===== src/rtl/project_pkg.sv =====
// Shared types and ASCII constants for the matrix UART sender.
// The element type, FSM states and item kinds are defined here so every file agrees on them.
package project_pkg;

    localparam int ELEM_W = 8;
    typedef logic signed [ELEM_W-1:0] matrix_element_t;

    localparam logic [7:0] CR    = 8'h0D;
    localparam logic [7:0] LF    = 8'h0A;
    localparam logic [7:0] SPACE = 8'h20;
    localparam logic [7:0] MINUS = 8'h2D;
    localparam logic [7:0] HASH  = 8'h23;

    // Longest string is "Total:-128" CR LF.
    localparam int BUF_DEPTH = 12;
    localparam logic [47:0] TOTAL_STR = "Total:";

    typedef enum logic [1:0] {
        ST_IDLE,
        ST_LOAD,
        ST_SEND
    } state_t;

    typedef enum logic [2:0] {
        K_NEWLINE,
        K_ID,
        K_SUM_HEAD,
        K_SUM_ELEM,
        K_PLAIN
    } item_kind_t;

    function automatic logic [7:0] digit_ascii(input logic [3:0] d);
        return {4'h3, d};
    endfunction

endpackage


===== src/rtl/elem_to_dec.sv =====
// Combinational split of a signed element into sign, three decimal digits and
// the count of significant digits (1..3).
module elem_to_dec
    import project_pkg::*;
(
    input  matrix_element_t elem,
    output logic            neg,
    output logic [3:0]      hundreds,
    output logic [3:0]      tens,
    output logic [3:0]      ones,
    output logic [1:0]      ndigits
);

    logic [7:0] mag;
    logic [6:0] rem;

    always_comb begin
        neg = elem[ELEM_W-1];
        // -(-128) wraps to 8'h80, which read unsigned is the wanted magnitude 128.
        mag = neg ? $unsigned(-elem) : $unsigned(elem);

        hundreds = (mag >= 8'd100) ? 4'd1 : 4'd0;
        rem      = (mag >= 8'd100) ? 7'(mag - 8'd100) : mag[6:0];

        tens = 4'd0;
        for (int i = 1; i <= 9; i++) begin
            if (rem >= 7'(10 * i)) begin
                tens = 4'(i);
            end
        end
        ones = 4'(rem - 7'd10 * {3'd0, tens});

        ndigits = (hundreds != 4'd0) ? 2'd3 : ((tens != 4'd0) ? 2'd2 : 2'd1);
    end

endmodule


===== src/rtl/matrix_uart_sender.sv =====
// Formats one matrix item (element, ID, summary entry or line break) as ASCII
// and streams it byte by byte over a valid/ready interface to a UART transmitter.
module matrix_uart_sender
    import project_pkg::*;
(
    input  logic            clk,
    input  logic            rst,
    input  logic            sender_start,
    input  matrix_element_t sender_data,
    input  logic            sender_last_col,
    input  logic            sender_newline,
    input  logic            sender_id,
    input  logic            sender_sum_head,
    input  logic            sender_sum_elem,
    input  logic            tx_ready,
    output logic            tx_valid,
    output logic [7:0]      tx_data,
    output logic            sender_busy,
    output logic            drop_err
);

    // Handshake: a byte moves only on a cycle with tx_valid && tx_ready; once
    // tx_valid rises it stays high with tx_data frozen until that cycle.

    state_t          state_q, state_d;
    matrix_element_t data_q, data_d;
    item_kind_t      kind_q, kind_d;
    logic            last_col_q, last_col_d;
    logic [7:0]      buf_q [BUF_DEPTH];
    logic [7:0]      buf_d [BUF_DEPTH];
    logic [3:0]      len_q, len_d;
    logic [3:0]      idx_q, idx_d;
    logic            drop_err_q, drop_err_d;
    logic [3:0]      p;

    logic       dec_neg;
    logic [3:0] dec_h, dec_t, dec_o;
    logic [1:0] dec_n;

    elem_to_dec u_dec (
        .elem     (data_q),
        .neg      (dec_neg),
        .hundreds (dec_h),
        .tens     (dec_t),
        .ones     (dec_o),
        .ndigits  (dec_n)
    );

    always_comb begin
        state_d    = state_q;
        data_d     = data_q;
        kind_d     = kind_q;
        last_col_d = last_col_q;
        buf_d      = buf_q;
        len_d      = len_q;
        idx_d      = idx_q;
        p          = 4'd0;
        drop_err_d = sender_start && (state_q != ST_IDLE);

        case (state_q)
            ST_IDLE: begin
                if (sender_start) begin
                    data_d     = sender_data;
                    last_col_d = sender_last_col;
                    if (sender_newline)       kind_d = K_NEWLINE;
                    else if (sender_id)       kind_d = K_ID;
                    else if (sender_sum_head) kind_d = K_SUM_HEAD;
                    else if (sender_sum_elem) kind_d = K_SUM_ELEM;
                    else                      kind_d = K_PLAIN;
                    state_d = ST_LOAD;
                end
            end

            ST_LOAD: begin
                if (kind_q == K_NEWLINE) begin
                    buf_d[0] = CR;
                    buf_d[1] = LF;
                    p        = 4'd2;
                end else begin
                    if (kind_q == K_ID) begin
                        buf_d[p] = HASH;
                        p        = p + 4'd1;
                    end else if (kind_q == K_SUM_HEAD) begin
                        for (int i = 0; i < 6; i++) begin
                            buf_d[p] = TOTAL_STR[8*(5-i) +: 8];
                            p        = p + 4'd1;
                        end
                    end
                    if (dec_neg) begin
                        buf_d[p] = MINUS;
                        p        = p + 4'd1;
                    end
                    if (dec_n == 2'd3) begin
                        buf_d[p] = digit_ascii(dec_h);
                        p        = p + 4'd1;
                    end
                    if (dec_n >= 2'd2) begin
                        buf_d[p] = digit_ascii(dec_t);
                        p        = p + 4'd1;
                    end
                    buf_d[p] = digit_ascii(dec_o);
                    p        = p + 4'd1;
                    // ID and total lines always end the row; list entries never do.
                    if ((kind_q == K_ID) || (kind_q == K_SUM_HEAD) ||
                        ((kind_q == K_PLAIN) && last_col_q)) begin
                        buf_d[p] = CR;
                        p        = p + 4'd1;
                        buf_d[p] = LF;
                        p        = p + 4'd1;
                    end else begin
                        buf_d[p] = SPACE;
                        p        = p + 4'd1;
                    end
                end
                len_d   = p;
                idx_d   = 4'd0;
                state_d = ST_SEND;
            end

            ST_SEND: begin
                if (tx_ready) begin
                    if (idx_q == len_q - 4'd1) begin
                        idx_d   = 4'd0;
                        state_d = ST_IDLE;
                    end else begin
                        idx_d = idx_q + 4'd1;
                    end
                end
            end

            default: state_d = ST_IDLE;
        endcase
    end

    always_ff @(posedge clk) begin
        if (rst) begin
            state_q    <= ST_IDLE;
            data_q     <= '0;
            kind_q     <= K_PLAIN;
            last_col_q <= 1'b0;
            len_q      <= 4'd0;
            idx_q      <= 4'd0;
            drop_err_q <= 1'b0;
        end else begin
            state_q    <= state_d;
            data_q     <= data_d;
            kind_q     <= kind_d;
            last_col_q <= last_col_d;
            len_q      <= len_d;
            idx_q      <= idx_d;
            drop_err_q <= drop_err_d;
        end
    end

    // Buffer contents are reloaded before every send, so they need no reset.
    always_ff @(posedge clk) begin
        buf_q <= buf_d;
    end

    assign tx_valid    = (state_q == ST_SEND);
    assign tx_data     = tx_valid ? buf_q[idx_q] : 8'h00;
    assign sender_busy = (state_q != ST_IDLE);
    assign drop_err    = drop_err_q;

endmodule


===== config.mk =====
export PLATFORM = sky130hd
export DESIGN_NAME = matrix_uart_sender
export DESIGN_NICKNAME = d
export VERILOG_FILES = /design/src/rtl/project_pkg.sv /design/src/rtl/elem_to_dec.sv /design/src/rtl/matrix_uart_sender.sv
export SDC_FILE = /design/constraint.sdc
export NUM_CORES = 1
export LEC_CHECK = 0
export ABC_AREA = 1
export ABC_CLOCK_PERIOD_IN_PS = 18300
export CAP_MARGIN = 20
export CORE_UTILIZATION = 30
export CTS_BUF_LIST = sky130_fd_sc_hd__clkbuf_16
export DETAILED_ROUTE_END_ITERATION = 16
export GPL_TIMING_DRIVEN = 0
export SLEW_MARGIN = 25
export SYNTH_ARGS = -nofsm -noshare
export SYNTH_HDL_FRONTEND = slang
export SYNTH_HIERARCHICAL = 1
export SYNTH_SLANG_ARGS = --single-unit

===== constraint.sdc =====
create_clock -name clk -period 18.3 [get_ports clk]
set_input_delay 3.66 -clock clk [delete_from_list [all_inputs] [get_ports clk]]
set_output_delay 3.66 -clock clk [all_outputs]
set_load 0.01 [all_outputs]

Word level (Yosys, flattened, before mapping)
Index checks and enable logic that the tools add are counted.

$add $sub $neg: 11. Reduce and logical (&&, ||, !) cells: 20. Multiply operators: 1. Bitwise operators: 20. Mux-type cells: 76. Div/mod/pow operators: 0. Shifts and indexed selects: 0. Equal/unequal tests: 10. Order comparisons: 24.

Operators with widths (count): $mux 96 (10); $bwmux 96 (3); $demux 8 s4 (6); $mux 40 (3); $mux 8 (13); $and 84x84->84 (1); $not 84->84 (1); $and 72x72->72 (1); $mux 4 (18); $not 72->72 (1); $and 60x60->60 (1); $not 60->60 (1); $and 48x48->48 (1); $mux 48 (1); $not 48->48 (1); $or 48x48->48 (1); $or 36x36->36 (1); $ge 5x5->1 const B (7); $not 4->5 (7); $bmux 8 s4 (1); $lt 5x1->1 const B (6); $add 4x1->4 const B (7); $mux 3 (9); $or 24x24->24 (1); other kinds (34) (60).

Register bits after elaboration: 119. Output and inout bits: 11. Memories kept: 0. Bits in writable memories: 0. ROM bits: 0. Latch bits: 0.

Depth between registers and ports, before layout
Word-level depth: 35. Mapped depth: 38. Gate-level depth less buffers: 38.

Modules after synthesis
Netlist, hierarchy kept.

Modules (own cells, without submodules): matrix_uart_sender (area each 8692.1 µm², cells an instance 1199, instances 1); elem_to_dec (area each 809.5 µm², cells an instance 133, instances 1).

Worst setup path after synthesis
Ideal clock, no wire load.

Kind: reg2reg. From: reg state_q[0]. To: reg len_q[1]. Library setup time: 120 ps. Path slack: 12531 ps. Buffers on the path: 0. Cell stages (with the launch flop): 8. Clock period less this slack: 5769 ps. Arrival: 5649 ps. Data required time: 18180 ps. Path through: dfxtp_1 > inv_1 > nor2_1 > inv_1 > nor2_1 > o21ai_0 > o221ai_1 > inv_1.

Longest elaborated chain between the ends: 1.

Ends and longest elaborated chain: start: declaration (line matrix_uart_sender.sv:25) `state_t state_q, state_d;`; start signal: assignment (line matrix_uart_sender.sv:145) `state_q <= state_d;`; $eq 2x1->1 (line matrix_uart_sender.sv:60) `case (state_q)`; end signal: assignment (line matrix_uart_sender.sv:149) `len_q <= len_d;`; end: declaration (line matrix_uart_sender.sv:31) `logic [3:0] len_q, len_d;`.

Every way passes these cells. A chain may end at the register's enable or synchronous reset.

Final worst setup path
From: reg idx_q[0]. To: out tx_data[4].

Longest elaborated chain between the ends: 5.

Ends and longest elaborated chain: start: declaration (line matrix_uart_sender.sv:32) `logic [3:0] idx_q, idx_d;`; start signal: assignment (line matrix_uart_sender.sv:150) `idx_q <= idx_d;`; $not 4->5 (not written as such) (line matrix_uart_sender.sv:161) `assign tx_data = tx_valid ? buf_q[idx_q] : 8'h00;`; $bmux 8 s4 (line matrix_uart_sender.sv:161); $mux 8 (not written as such) (2 in series) (line matrix_uart_sender.sv:161); $mux 8 (line matrix_uart_sender.sv:161); end: declaration (line matrix_uart_sender.sv:17) `output logic [7:0] tx_data,`.

Every way passes these cells. The select of a mux whose other input is x is not followed.

==> results by stage <==
CTS:
- Clock tree synthesis inserted a total of 17 buffers.
- The hold buffer count at CTS is 0.
- The root buffer cell chosen for the clock tree is sky130_fd_sc_hd__clkbuf_16.
- After clock tree synthesis, the setup repair step added 0 buffers.
- The tree built by TritonCTS fans out to ~120 sinks.
- The CTS tree is built.
- The H-tree depth is 4.
- The clock-pin slew reported for the worst setup and hold paths after clock tree synthesis is approximately 0.05 ns.
- In this run the deepest clock path goes through 2 buffers.
- The number of gates resized after CTS is 0.
- The clock reaches the later pin of the worst-skew pair after 0.44 ns.

STA:
- The final number of hold-violating endpoints is 0.
- The part of the cycle the worst path needs is 0.3931.
- The worst path needs 7.194 ns of the cycle, external delays included.
- For the pin with the worst max-slew slack, the measured transition is 0.9282 ns.
- In this run the tightest slew margin relative to its limit is 0.3812.
- The final-report setup violation count is 0.
- The setup total negative slack is 0 ns.
- The max-slew violation count is 0.
- Setup repair after global routing left no endpoint under its margin.
- The worst setup skew after layout is roughly 0.012 ns.
- The achievable frequency is 139.0 MHz.

Finish:
- The sequential cells in the finished layout cover a total of 3343 um2.
- The top cell types in the final layout, fill and taps aside, are sky130_fd_sc_hd__nand2_1, sky130_fd_sc_hd__inv_1, sky130_fd_sc_hd__o21ai_0.
- The most common library cell in the layout ignoring fill and taps is sky130_fd_sc_hd__nand2_1.
- The area used by multi-input combinational logic is 5253 um2.
- In the final design database the tool counted 1423 nets.
- The non-filler instance count after layout is 1793.
- The layout-stage area growth over the synthesis result is 15.67%.
- The count of fill cells added during filler insertion is around 3300.
- 0 antenna diodes ended up in the layout.
- The share of post-route cells with drive strength above 1 is 0.1203.
- After routing the design area is 10990 um2.
- The post-layout utilization of the core is 0.3556.

Synthesis:
- Counting flops with a built-in enable in the synthesized netlist gives 96.
- Of the synthesized area, sequential elements account for 0.3519.
- The total of warnings raised by yosys is 6.
- The synthesis-stage register bit count is roughly 120.
- In this run the mean area of a mapped cell was 7.133 um2.
- The synthesized netlist contains 53 unique library cells.
- The gate count of the mapped netlist is 1332.
- The cell area after synthesis is 9502 um2.
- The proportion of register bits with asynchronous set or reset after synthesis is 0.
- The most used flip-flop cell after synthesis is sky130_fd_sc_hd__edfxtp_1.

Critical path:
- By startpoint and endpoint, the worst setup path is classified as reg -> out.
- Setup slack on the worst reg-to-reg path comes out at 12.48 ns.
- The kind of launch point of the worst setup path is a register.
- The arrival time of data at the critical path endpoint is about 3.5 ns.
- For the worst setup path, the data required time is 14.64 ns.
- The element type at the critical path end is a primary output.
- The terminus of the critical flop-to-flop path is buf_q[48]$_DFFE_PP_.
- The largest fanout on the critical path is 10.
- The cell count of the worst reg-to-reg path is 35.
- The startpoint identified for the worst register-to-register timing path is data_q[0]$_SDFFE_PP0P_.

Pwr:
- For this design the ratio of total power to cell area is 131.3 nW/um2.
- The analysis attributes to cell leakage a power of 0.004864 uW.
- The peak supply drop is between 70 and 80 uV.

Global routing:
- The initial antenna violation count is 0.
- The global routing usage summed across all routing layers is 0.2139.
- The first global-routing pass estimated roughly 53000 um of wire.
- Entering global routing, the biggest net connects 27 pins.
- The via count of the first global-routing pass is slightly below 9000.
- The leftover overflow at the end of global routing is 0.

Min path:
- Counting instances, the worst hold path has a depth of 2.
- The worst min-delay path endpoint is len_q[3]$_SDFFE_PP0P_.
- In this run the most critical hold path is launched from len_q[3]$_SDFFE_PP0P_.
- The worst hold path belongs to the class reg -> reg.

Floorplan:
- The die is 180.0 um wide.
- The floorplan step defined a core boundary enclosing just over 30000 um2.
- For this configuration, the core starts out at a cell density of 0.3074.
- In this run the core area contains 64 standard-cell rows.
- The die covers 32390 um2.
- The die is 180.0 um tall.
- The I/O pin total is 28.

Route:
- The average detailed-routed wire length per instance is between 15 and 20 um.
- The number of DRC violations after detailed routing is 0.
- After detailed routing, the total wire length is 34160 um.
- The detailed router finished its first iteration with 1189 violations.
- After detailed routing, the number of vias per cell comes to ~5.4.
- The number of nets with antenna violations after routing is 0.
- For this block, the via count after detailed routing is 9649.
- The iteration count of the initial detailed-routing pass is 7.

Placed design:
- Buffers placed on the I/O ports in this run total 27.
- After legalization and detailed placement, the total HPWL measured 26160 um.
- The routability congestion estimate is 1.049.
- Summing all placed instances gives a cell area of 10380 um2.
- The number of cells after detailed placement is around 1800.

Run status:
- The flow ran to the end, and the final reports show no timing, DRC or antenna violations.

Run:
- The tool flagged a number of max-cap violations equal to 0.
[area by class of cell]
type                    instances  share of cell area
plain buffers                  42             0.01799
flip-flops and latches        119              0.3042
clock buffers                  17             0.03871
well taps                     396             0.04508
inverters                     194             0.06637
multi-input cells             979              0.4779
repair buffers                 31             0.03279
clock inverters                15             0.01696
[synth_stat cells (6+ instances only)]
master / count / area, um2
sky130_fd_sc_hd__xor2_1: 6 / 52.55
sky130_fd_sc_hd__nand3_1: 86 / 430.4
sky130_fd_sc_hd__o221ai_1: 12 / 105.1
sky130_fd_sc_hd__nand4_1: 14 / 87.58
sky130_fd_sc_hd__a21oi_1: 52 / 260.3
sky130_fd_sc_hd__nor2_1: 137 / 514.2
sky130_fd_sc_hd__nand2_4: 15 / 168.9
sky130_fd_sc_hd__o211ai_1: 41 / 307.8
sky130_fd_sc_hd__o21ai_1: 7 / 35.03
sky130_fd_sc_hd__nor3_1: 22 / 110.1
sky130_fd_sc_hd__inv_1: 169 / 634.4
sky130_fd_sc_hd__dfxtp_1: 23 / 460.4
sky130_fd_sc_hd__nor2_4: 11 / 123.9
sky130_fd_sc_hd__buf_4: 6 / 45.04
sky130_fd_sc_hd__ha_1: 21 / 262.8
sky130_fd_sc_hd__o21ai_0: 161 / 805.8
sky130_fd_sc_hd__nand2_2: 42 / 262.8
sky130_fd_sc_hd__inv_2: 20 / 75.07
sky130_fd_sc_hd__clkbuf_1: 32 / 120.1
sky130_fd_sc_hd__edfxtp_1: 96 / 2883
sky130_fd_sc_hd__nand2_1: 279 / 1047
sky130_fd_sc_hd__nand3_2: 12 / 120.1
sky130_fd_sc_hd__o22ai_1: 13 / 81.33
[where the power goes]
part,internal [uW],total (uW),switching [uW]
clock network,226,356,130
logic,204,715,511
registers,353,372,19.2
total,783,1440,661
[logic make-up (layout without fill, tap and decap cells)]
logic type	Yosys count	count (layout)	synth area share
adders and majority gates	22	22	0.02976
other	1	3	0.0003947
and+or+nand+nor	641	641	0.3284
AOI/OAI and AO/OA	304	304	0.1837
DFF	119	119	0.3519
buffers and inverters	236	299	0.09758
xor gates and xnor gates	9	9	0.008296
[worst max-delay path, cell delays in order, from the launching register on]
cell,delay (ns)
sky130_fd_sc_hd__dfxtp_1,0.33
sky130_fd_sc_hd__clkbuf_1,0.44
sky130_fd_sc_hd__clkbuf_1,0.50
sky130_fd_sc_hd__o21ai_0,0.35
sky130_fd_sc_hd__o211ai_1,0.55
sky130_fd_sc_hd__nand3_1,0.18
sky130_fd_sc_hd__a21oi_1,0.17
sky130_fd_sc_hd__clkdlybuf4s50_1,0.58
[flip-flops by register name, summed over array words and instances, names as in the netlist]
signal	flops
buf_q	96
data_q	8
idx_q	4
len_q	4
kind_q	3
state_q	2
drop_err	1
last_col_q	1
[layer usage]
layer / vias to the layer above / GRT usage / part of all wire
met5: - / 0 / 0
met4: 0 / 0.09414 / 0.041
met1: 4538 / 0.2834 / 0.43
met2: 452 / 0.3451 / 0.45
met3: 75 / 0.03160 / 0.079
li1: 4584 / - / -
[per-stage QoR]
step           power (uW)  hold slack [ns]  worst slack, ns
6_report             1443           0.4907            11.11
5_1_grt              1529           0.5076            11.02
4_1_cts              1428           0.4843            11.32
3_5_place_dp         1075           0.4775            11.79
3_3_place_gp         1065           0.4683            8.774
2_1_floorplan       862.0           0.4569            12.53
[worst max-delay path by stage]
stage	from	endpoint	slack, ns	cells past startpoint
after detailed placement	idx_q[0]$_SDFFE_PP0P_	tx_data[3]	11.79	7
after global placement	state_q[0]$_SDFFE_PP0P_	len_q[2]$_SDFFE_PP0P_	8.77	6
after global routing	idx_q[0]$_SDFFE_PP0P_	tx_data[4]	11.02	7
final	idx_q[0]$_SDFFE_PP0P_	tx_data[4]	11.11	7
after CTS	idx_q[0]$_SDFFE_PP0P_	tx_data[3]	11.32	7
after floorplan	state_q[0]$_SDFFE_PP0P_	len_q[1]$_SDFFE_PP0P_	12.53	7
Note: power is estimated with default switching activity, not from simulation.
